==> config.mk <==
export PLATFORM = sky130hd
export DESIGN_NAME = sysarr_result_collector_flat
export DESIGN_NICKNAME = d
export VERILOG_FILES = /design/src/rtl/sysarr_pkg.sv /design/src/rtl/sysarr_result_collector_if.sv /design/src/rtl/sysarr_vec_fifo.sv /design/src/rtl/sysarr_result_collector.sv /design/src/flat_wrapper.sv
export SDC_FILE = /design/constraint.sdc
export NUM_CORES = 2
export LEC_CHECK = 0
export ABC_AREA = 1
export BUFFER_PORTS_ARGS = -buffer_cell sky130_fd_sc_hd__clkbuf_2
export CAP_MARGIN = 30
export CORE_UTILIZATION = 50
export DETAILED_ROUTE_END_ITERATION = 8
export PLACE_DENSITY = 0.72
export SYNTH_ARGS = -nofsm -noshare
export SYNTH_HDL_FRONTEND = slang
export SYNTH_SLANG_ARGS = --single-unit
export TNS_END_PERCENT = 50
==> constraint.sdc <==
create_clock -name clk -period 7.6 [get_ports clk]
set_input_delay 0.76 -clock clk [delete_from_list [all_inputs] [get_ports clk]]
set_output_delay 0.76 -clock clk [all_outputs]
set_load 0.01 [all_outputs]
==> src/rtl/sysarr_pkg.sv <==
`default_nettype none
// ============================================================================
//  Package     : sysarr_pkg
//  Description : Shared systolic-array types and constants. Holds the row
//                width and the number of rows, the single-row and packed-vector
//                typedefs, and row pack/unpack helpers. Row 0 always occupies
//                the MSBs of a packed vector.
//  Revision    : 1.0 - initial release
// ============================================================================
package sysarr_pkg;

    localparam int PARTIAL_SUM_BW = 19;
    localparam int MATRIX_SIZE    = 8;
    localparam int VEC_W          = PARTIAL_SUM_BW * MATRIX_SIZE;

    typedef logic signed [PARTIAL_SUM_BW-1:0] psum_t;
    typedef logic        [VEC_W-1:0]          psum_vec_t;

    // Row r of a packed vector; row 0 sits in the MSBs.
    function automatic psum_t get_row(input psum_vec_t v, input int r);
        int sh;
        sh = (MATRIX_SIZE - 1 - r) * PARTIAL_SUM_BW;
        return psum_t'(v >> sh);
    endfunction

    // Returns v with row r replaced by x.
    function automatic psum_vec_t set_row(input psum_vec_t v, input int r, input psum_t x);
        int        sh;
        psum_vec_t mask;
        sh   = (MATRIX_SIZE - 1 - r) * PARTIAL_SUM_BW;
        mask = psum_vec_t'({PARTIAL_SUM_BW{1'b1}}) << sh;
        return (v & ~mask) | (psum_vec_t'($unsigned(x)) << sh);
    endfunction

    // Clamp negative results to zero.
    function automatic psum_t relu(input psum_t x);
        return x[PARTIAL_SUM_BW-1] ? '0 : x;
    endfunction

endpackage
`default_nettype wire

==> src/rtl/sysarr_result_collector_if.sv <==
`default_nettype none
// ============================================================================
//  Interface   : sysarr_result_collector_if
//  Description : Valid/ready vector stream from the result collector to the
//                writeback/controller side.
//                  out_valid - out_data holds a vector (master -> slave)
//                  out_ready - slave accepts when out_valid && out_ready
//                  out_data  - aligned vector, row 0 in MSBs
//  Revision    : 1.0 - initial release
// ============================================================================
interface sysarr_result_collector_if;
    import sysarr_pkg::*;

    logic      out_valid;
    logic      out_ready;
    psum_vec_t out_data;

    modport master (output out_valid, output out_data, input out_ready);
    modport slave  (input out_valid, input out_data, output out_ready);

endinterface
`default_nettype wire

==> src/rtl/sysarr_vec_fifo.sv <==
`default_nettype none
// ============================================================================
//  Module      : sysarr_vec_fifo
//  Description : Synchronous vector FIFO with a registered head. The count
//                includes the vector presented on rd_data_o, so rd_valid_o is
//                simply (count != 0) registered. A write into an empty FIFO
//                shows up on rd_valid_o the following cycle. A write while
//                full is accepted only if a pop happens in the same cycle.
//  Ports       : clk, rst      clock, synchronous active-high reset
//                wr_en_i       write request, wr_data_i vector to store
//                rd_en_i       consumer ready (pop when rd_valid_o is high)
//                rd_valid_o    head vector valid, rd_data_o head vector
//                count_o       vectors stored (0..DEPTH), full_o count==DEPTH
//  Revision    : 1.0 - initial release
// ============================================================================
module sysarr_vec_fifo
    import sysarr_pkg::*;
#(
    parameter int DEPTH = 4
) (
    input  logic                   clk,
    input  logic                   rst,
    input  logic                   wr_en_i,
    input  psum_vec_t              wr_data_i,
    input  logic                   rd_en_i,
    output logic                   rd_valid_o,
    output psum_vec_t              rd_data_o,
    output logic [$clog2(DEPTH):0] count_o,
    output logic                   full_o
);

    localparam int            AW       = $clog2(DEPTH);
    localparam logic [AW:0]   FULL_CNT = (AW+1)'(DEPTH);

    psum_vec_t     mem_q [DEPTH];
    logic [AW-1:0] wr_ptr_q, wr_ptr_d;
    logic [AW-1:0] rd_ptr_q, rd_ptr_d;
    logic [AW:0]   count_q, count_d;
    logic          valid_q;
    psum_vec_t     data_q, data_d;
    logic          pop, push;

    assign full_o     = (count_q == FULL_CNT);
    assign count_o    = count_q;
    assign rd_valid_o = valid_q;
    assign rd_data_o  = data_q;

    always_comb begin
        pop      = rd_en_i && valid_q;
        push     = wr_en_i && (!full_o || pop);
        wr_ptr_d = push ? wr_ptr_q + 1'b1 : wr_ptr_q;
        rd_ptr_d = pop  ? rd_ptr_q + 1'b1 : rd_ptr_q;
        count_d  = count_q;
        if (push && !pop) begin
            count_d = count_q + 1'b1;
        end else if (pop && !push) begin
            count_d = count_q - 1'b1;
        end
        // Next head: if the slot being written this cycle becomes the head,
        // take the write data directly since memory is not yet updated.
        data_d = data_q;
        if (count_d != '0) begin
            data_d = (push && (wr_ptr_q == rd_ptr_d)) ? wr_data_i : mem_q[rd_ptr_d];
        end
    end

    always_ff @(posedge clk) begin
        if (push) begin
            mem_q[wr_ptr_q] <= wr_data_i;
        end
    end

    always_ff @(posedge clk) begin
        if (rst) begin
            wr_ptr_q <= '0;
            rd_ptr_q <= '0;
            count_q  <= '0;
            valid_q  <= 1'b0;
            data_q   <= '0;
        end else begin
            wr_ptr_q <= wr_ptr_d;
            rd_ptr_q <= rd_ptr_d;
            count_q  <= count_d;
            valid_q  <= (count_d != '0);
            data_q   <= data_d;
        end
    end

endmodule
`default_nettype wire

==> src/rtl/sysarr_result_collector.sv <==
`default_nettype none
// ============================================================================
//  Module      : sysarr_result_collector
//  Description : Sink end of the PE row chain. Row r of a result arrives r
//                cycles after row 0; a triangle of delay registers realigns
//                the rows into one vector, which is written into a vector FIFO
//                drained over a valid/ready interface.
//                Latency in_valid -> out_valid is MATRIX_SIZE cycles when idle.
//  Config      : SYSARR_COLLECT_RELU_EN - when defined, negative rows are
//                replaced by zero at the deskew output (no added latency).
//  Ports       : clk, rst       clock, synchronous active-high reset
//                in_valid       row-0 valid (row r implied r cycles later)
//                result_in      skewed row results, row 0 in MSBs
//                out_if         master side of the output vector stream
//                fifo_count     vectors held in the FIFO
//                almost_full    FIFO count plus in-flight vectors >= depth-1
//                overflow       sticky, a vector was dropped on a full FIFO
//                clr_overflow   clears overflow (a same-cycle drop wins)
//  Revision    : 1.0 - initial release
// ============================================================================
module sysarr_result_collector
    import sysarr_pkg::*;
#(
    parameter int FIFO_DEPTH = 4
) (
    input  logic                         clk,
    input  logic                         rst,
    input  logic                         in_valid,
    input  psum_vec_t                    result_in,
    sysarr_result_collector_if.master    out_if,
    output logic [$clog2(FIFO_DEPTH):0]  fifo_count,
    output logic                         almost_full,
    output logic                         overflow,
    input  logic                         clr_overflow
);

    localparam int VP_W  = MATRIX_SIZE - 1;
    localparam int SUM_W = $clog2(FIFO_DEPTH + MATRIX_SIZE) + 1;

    logic [VP_W-1:0]  vpipe_q;
    logic             wr_en;
    logic             fifo_full;
    logic             pop;
    logic             drop;
    logic             overflow_q;
    psum_vec_t        aligned;
    logic [SUM_W-1:0] occupancy;

    // Valid travels alongside row 0; its last stage lines up with the
    // undelayed last row.
    always_ff @(posedge clk) begin
        if (rst) begin
            vpipe_q <= '0;
        end else begin
            vpipe_q <= {vpipe_q[VP_W-2:0], in_valid};
        end
    end

    assign wr_en = vpipe_q[VP_W-1];

    for (genvar r = 0; r < MATRIX_SIZE; r++) begin : g_row
        localparam int LO = (MATRIX_SIZE - 1 - r) * PARTIAL_SUM_BW;
        localparam int D  = MATRIX_SIZE - 1 - r;
        psum_t row_in;
        psum_t row_out;

        assign row_in = result_in[LO +: PARTIAL_SUM_BW];

        if (D == 0) begin : g_direct
            assign row_out = row_in;
        end else begin : g_delay
            psum_t dly_q [D];
            always_ff @(posedge clk) begin
                if (rst) begin
                    for (int k = 0; k < D; k++) begin
                        dly_q[k] <= '0;
                    end
                end else begin
                    dly_q[0] <= row_in;
                    for (int k = 1; k < D; k++) begin
                        dly_q[k] <= dly_q[k-1];
                    end
                end
            end
            assign row_out = dly_q[D-1];
        end

`ifdef SYSARR_COLLECT_RELU_EN
        assign aligned[LO +: PARTIAL_SUM_BW] = relu(row_out);
`else
        assign aligned[LO +: PARTIAL_SUM_BW] = row_out;
`endif
    end

    sysarr_vec_fifo #(
        .DEPTH      (FIFO_DEPTH)
    ) u_fifo (
        .clk        (clk),
        .rst        (rst),
        .wr_en_i    (wr_en),
        .wr_data_i  (aligned),
        .rd_en_i    (out_if.out_ready),
        .rd_valid_o (out_if.out_valid),
        .rd_data_o  (out_if.out_data),
        .count_o    (fifo_count),
        .full_o     (fifo_full)
    );

    assign pop  = out_if.out_valid && out_if.out_ready;
    assign drop = wr_en && fifo_full && !pop;

    always_ff @(posedge clk) begin
        if (rst) begin
            overflow_q <= 1'b0;
        end else if (drop) begin
            overflow_q <= 1'b1;
        end else if (clr_overflow) begin
            overflow_q <= 1'b0;
        end
    end

    assign overflow = overflow_q;

    // Every vector still in the valid pipe will land in the FIFO, so it
    // counts against the free space.
    assign occupancy   = SUM_W'(fifo_count) + SUM_W'($countones(vpipe_q));
    assign almost_full = (occupancy >= SUM_W'(FIFO_DEPTH - 1));

endmodule
`default_nettype wire

==> src/flat_wrapper.sv <==
// flat-port wrapper written by rule: the top's interface ports become plain ports
module sysarr_result_collector_flat import sysarr_pkg::*;
#(
    parameter int FIFO_DEPTH = 4
)
  (clk, rst, in_valid, result_in, fifo_count, almost_full, overflow, clr_overflow, out_if_out_valid, out_if_out_data, out_if_out_ready);
  sysarr_result_collector_if out_if_i ();
  input  logic clk;
  input  logic rst;
  input  logic in_valid;
  input  psum_vec_t result_in;
  output logic [$clog2(FIFO_DEPTH):0] fifo_count;
  output logic almost_full;
  output logic overflow;
  input  logic clr_overflow;
  output wire logic [$bits(out_if_i.out_valid)-1:0] out_if_out_valid;
  output wire logic [$bits(out_if_i.out_data)-1:0] out_if_out_data;
  input wire logic [$bits(out_if_i.out_ready)-1:0] out_if_out_ready;
  assign out_if_out_valid = out_if_i.out_valid;
  assign out_if_out_data = out_if_i.out_data;
  assign out_if_i.out_ready = out_if_out_ready;
  sysarr_result_collector #(.FIFO_DEPTH(FIFO_DEPTH)) u_core (.clk(clk), .rst(rst), .in_valid(in_valid), .result_in(result_in), .out_if(out_if_i), .fifo_count(fifo_count), .almost_full(almost_full), .overflow(overflow), .clr_overflow(clr_overflow));
endmodule
==> results.md <==
* Achievable Freq at 217 MHz
* H-tree depth at 4
* Die Wd at 314 um
* I/O Buffers at 314
* Overflow left after global routing at 0
* Final hold violations at 0
* Via/cell ratio at 4.91
* Top Ports at ~320
* Cts hold-fix bufs at 0
* Postcts setup bufs at 0
* Setup TNS at 0 ps
* Final setup fails at 0
* Critical path peak fanout at 127
* Syn_nets at 5406
* PostCTS Resize Cnt at 0
* Power Total at 18.9 mW
* Critical path class: register to register
* Vias at 33300
* Max clock buf depth at 3
* Worst Skew at 30.4 ps
* DRT Pass-1 Iters at 5
* Crit path capture type: register
* Initial antenna violation count at 2
* Distinct cells, synth at 24
* Post-DP HPWL at 57000 um
* DR WL/cell at 16.5 um
* Layout area overhead at 14.0%
* Number of global-route vias before repair at between 30000 and 40000
* Final Net Count at 5585
* Min Hold Slack at 202 ps
* Final Max Slew Viols at 0
* Routed WL at 112000 um
* Largest net degree at the start of global routing at ~210
* Layout cells sized above 1 at 0.102
* Max-Cap Viols at 0
* CTS Buf Count at around 130
* Unrepaired setup endpoints after global routing: false
* Relative slew margins at 0.193
* Top cells by area, synth: edfxtp_1 (38%), dfxtp_1 (29%), nand2_1 (12%)
* Syn Inst Count at 5231
* First-pass GRT wire length at 175000 um
* DP Area at 0.0510 mm^2
* PwrDens at 340 mW/mm^2
* Min Tclk post-route at 4600 ps
* Yosys warning count at 0
* Cell leakage power at 24.5 nW
* CTS root buf: clkbuf_16
* Fin crit share at 0.605
* Worst slew pin tran at 1210 ps
* Drt drc at 0
* Number of synthesized register bits at 1308
* Tot GR Track Use at 0.226
* HP Class: input port to register
* Antenna Nets Post-Route at 0
* Commonest non-fill, non-tap cells in the layout: nand2_1 (1536), nor2_1 (851), dfxtp_1 (700)
* Worst VDD drop at approximately 0.00054 V
* Design area at 0.0554 mm^2
* Required time of the critical path at 8260 ps
* Die height at 314 um
* Gpl congestion at approximately 0.77
* Drt first-iter violations at between 2000 and 3000
* Commonest non-fill, non-tap cell in the layout: nand2_1
* Area leader, netlist: edfxtp_1
* Sequential fraction of the synthesis area at 0.664
* Initial core utilization at 0.508
* Core area at approximately 0.096 mm^2
* CP startpoint kind: register
* Mapped Area at 0.0486 mm^2
* Synth top area share at 0.376
* Syn Area/Cell at 9.28 um^2
* CTS sink cnt at about 1300
* FP Rows at 113
* Reg clk slew, reported paths at ~60 ps
* CTS tree: built
* CP arrival at 5260 ps
* Run status: complete, no violations
* Utilization after layout at 0.579
* Die area at 0.0984 mm^2
* Clock Latency Late Sink at 740 ps
-- state kept, by name (all words and copies together) (netlist names) --
name,cells
u_core.u_fifo.rd_data_o,152
u_core.overflow,1
u_core.u_fifo.rd_valid_o,1
u_core.u_fifo.wr_ptr_q,2
u_core.u_fifo.mem_q,608
u_core.u_fifo.count_o,3
u_core.u_fifo.rd_ptr_q,2
u_core.g_row.g_delay.dly_q,532
u_core.vpipe_q,7
-- critical path: stages, from the launching register on --
cell     delay (ps)
dfxtp_1         490
nand3_4         690
nand2_8        1000
nand2_1         100
nand2_1         140
nor2_4           70
nand2_8         550
buf_4           870
nand2_1         170
nand2_1         130
nor2_1           50
nor2_1          130
-- final cells by class --
cell class,count,area [um^2]
fill,8248,40200
sequential,1308,32300
multi-input combinational,3051,13000
clock buffer,191,3790
inverter,566,2140
timing repair buffer,350,2080
tap,1265,1580
clock inverter,56,517
antenna,2,5.00
-- power by group --
part / internal (mW) / total (mW) / leakage [nW] / switching [mW]
Clock: 3.73 / 6.38 / 2.13 / 2.64
Sequential: 7.73 / 7.97 / 11.3 / 0.241
Combinational: 1.53 / 4.51 / 11.0 / 2.98
Total: 13.0 / 18.9 / 24.5 / 5.86
-- cell families after synthesis --
| logic type | synth area share |
|---|---|
| DFF | 0.664 |
| adders and majority gates | 0.00541 |
| and+or+nand+nor | 0.258 |
| AOI/OAI and AO/OA | 0.00106 |
| xor gates and xnor gates | 0.000361 |
| buffers and inverters | 0.0707 |
-- final timing paths --
check	startpoint	end	slack (ps)	depth (start not counted)
worst max register to register	u_core.u_fifo.rd_valid_o	u_core.u_fifo.rd_data_o[89]	3000	11
worst min-delay path	result_in[50]	u_core.g_row[5].g_delay.dly_q[0][12]	200	3
worst max-delay path	u_core.u_fifo.rd_valid_o	u_core.u_fifo.rd_data_o[89]	3000	11
worst min register to register	u_core.g_row[0].g_delay.dly_q[1][4]	u_core.g_row[0].g_delay.dly_q[1][23]	380	2
-- through the flow --
step | cells | setup WS [ps]
final | 6789 | 3000
after floorplan | 5231 | -556
after global placement | 6533 | 2770
after CTS | 6785 | 3040
after global routing | 6788 | 2720
after detailed placement | 6538 | 2650
-- synth_stat cells --
master,n
xor2_1,2
nor2_2,2
o21ai_0,3
a211oi_1,1
o221ai_1,1
a21oi_1,4
fa_1,5
nand2_2,5
nand3b_1,152
nand4_1,3
nor2_4,1
inv_1,563
or2_1,1
nand2_1,1536
clkbuf_1,173
nand3_1,467
buf_2,95
dfxtp_1,700
buf_1,27
nor2_1,855
ha_1,13
edfxtp_1,608
buf_4,11
inv_2,3
-- metal layers --
layer	part of all wire	wire (um)	track usage
met1	0.44	49400	0.310
met2	0.45	50700	0.356
met3	0.077	8590	0.0422
met4	0.028	3090	0.0865
met5	0	0	0
Power figures use the tool's default switching activity.
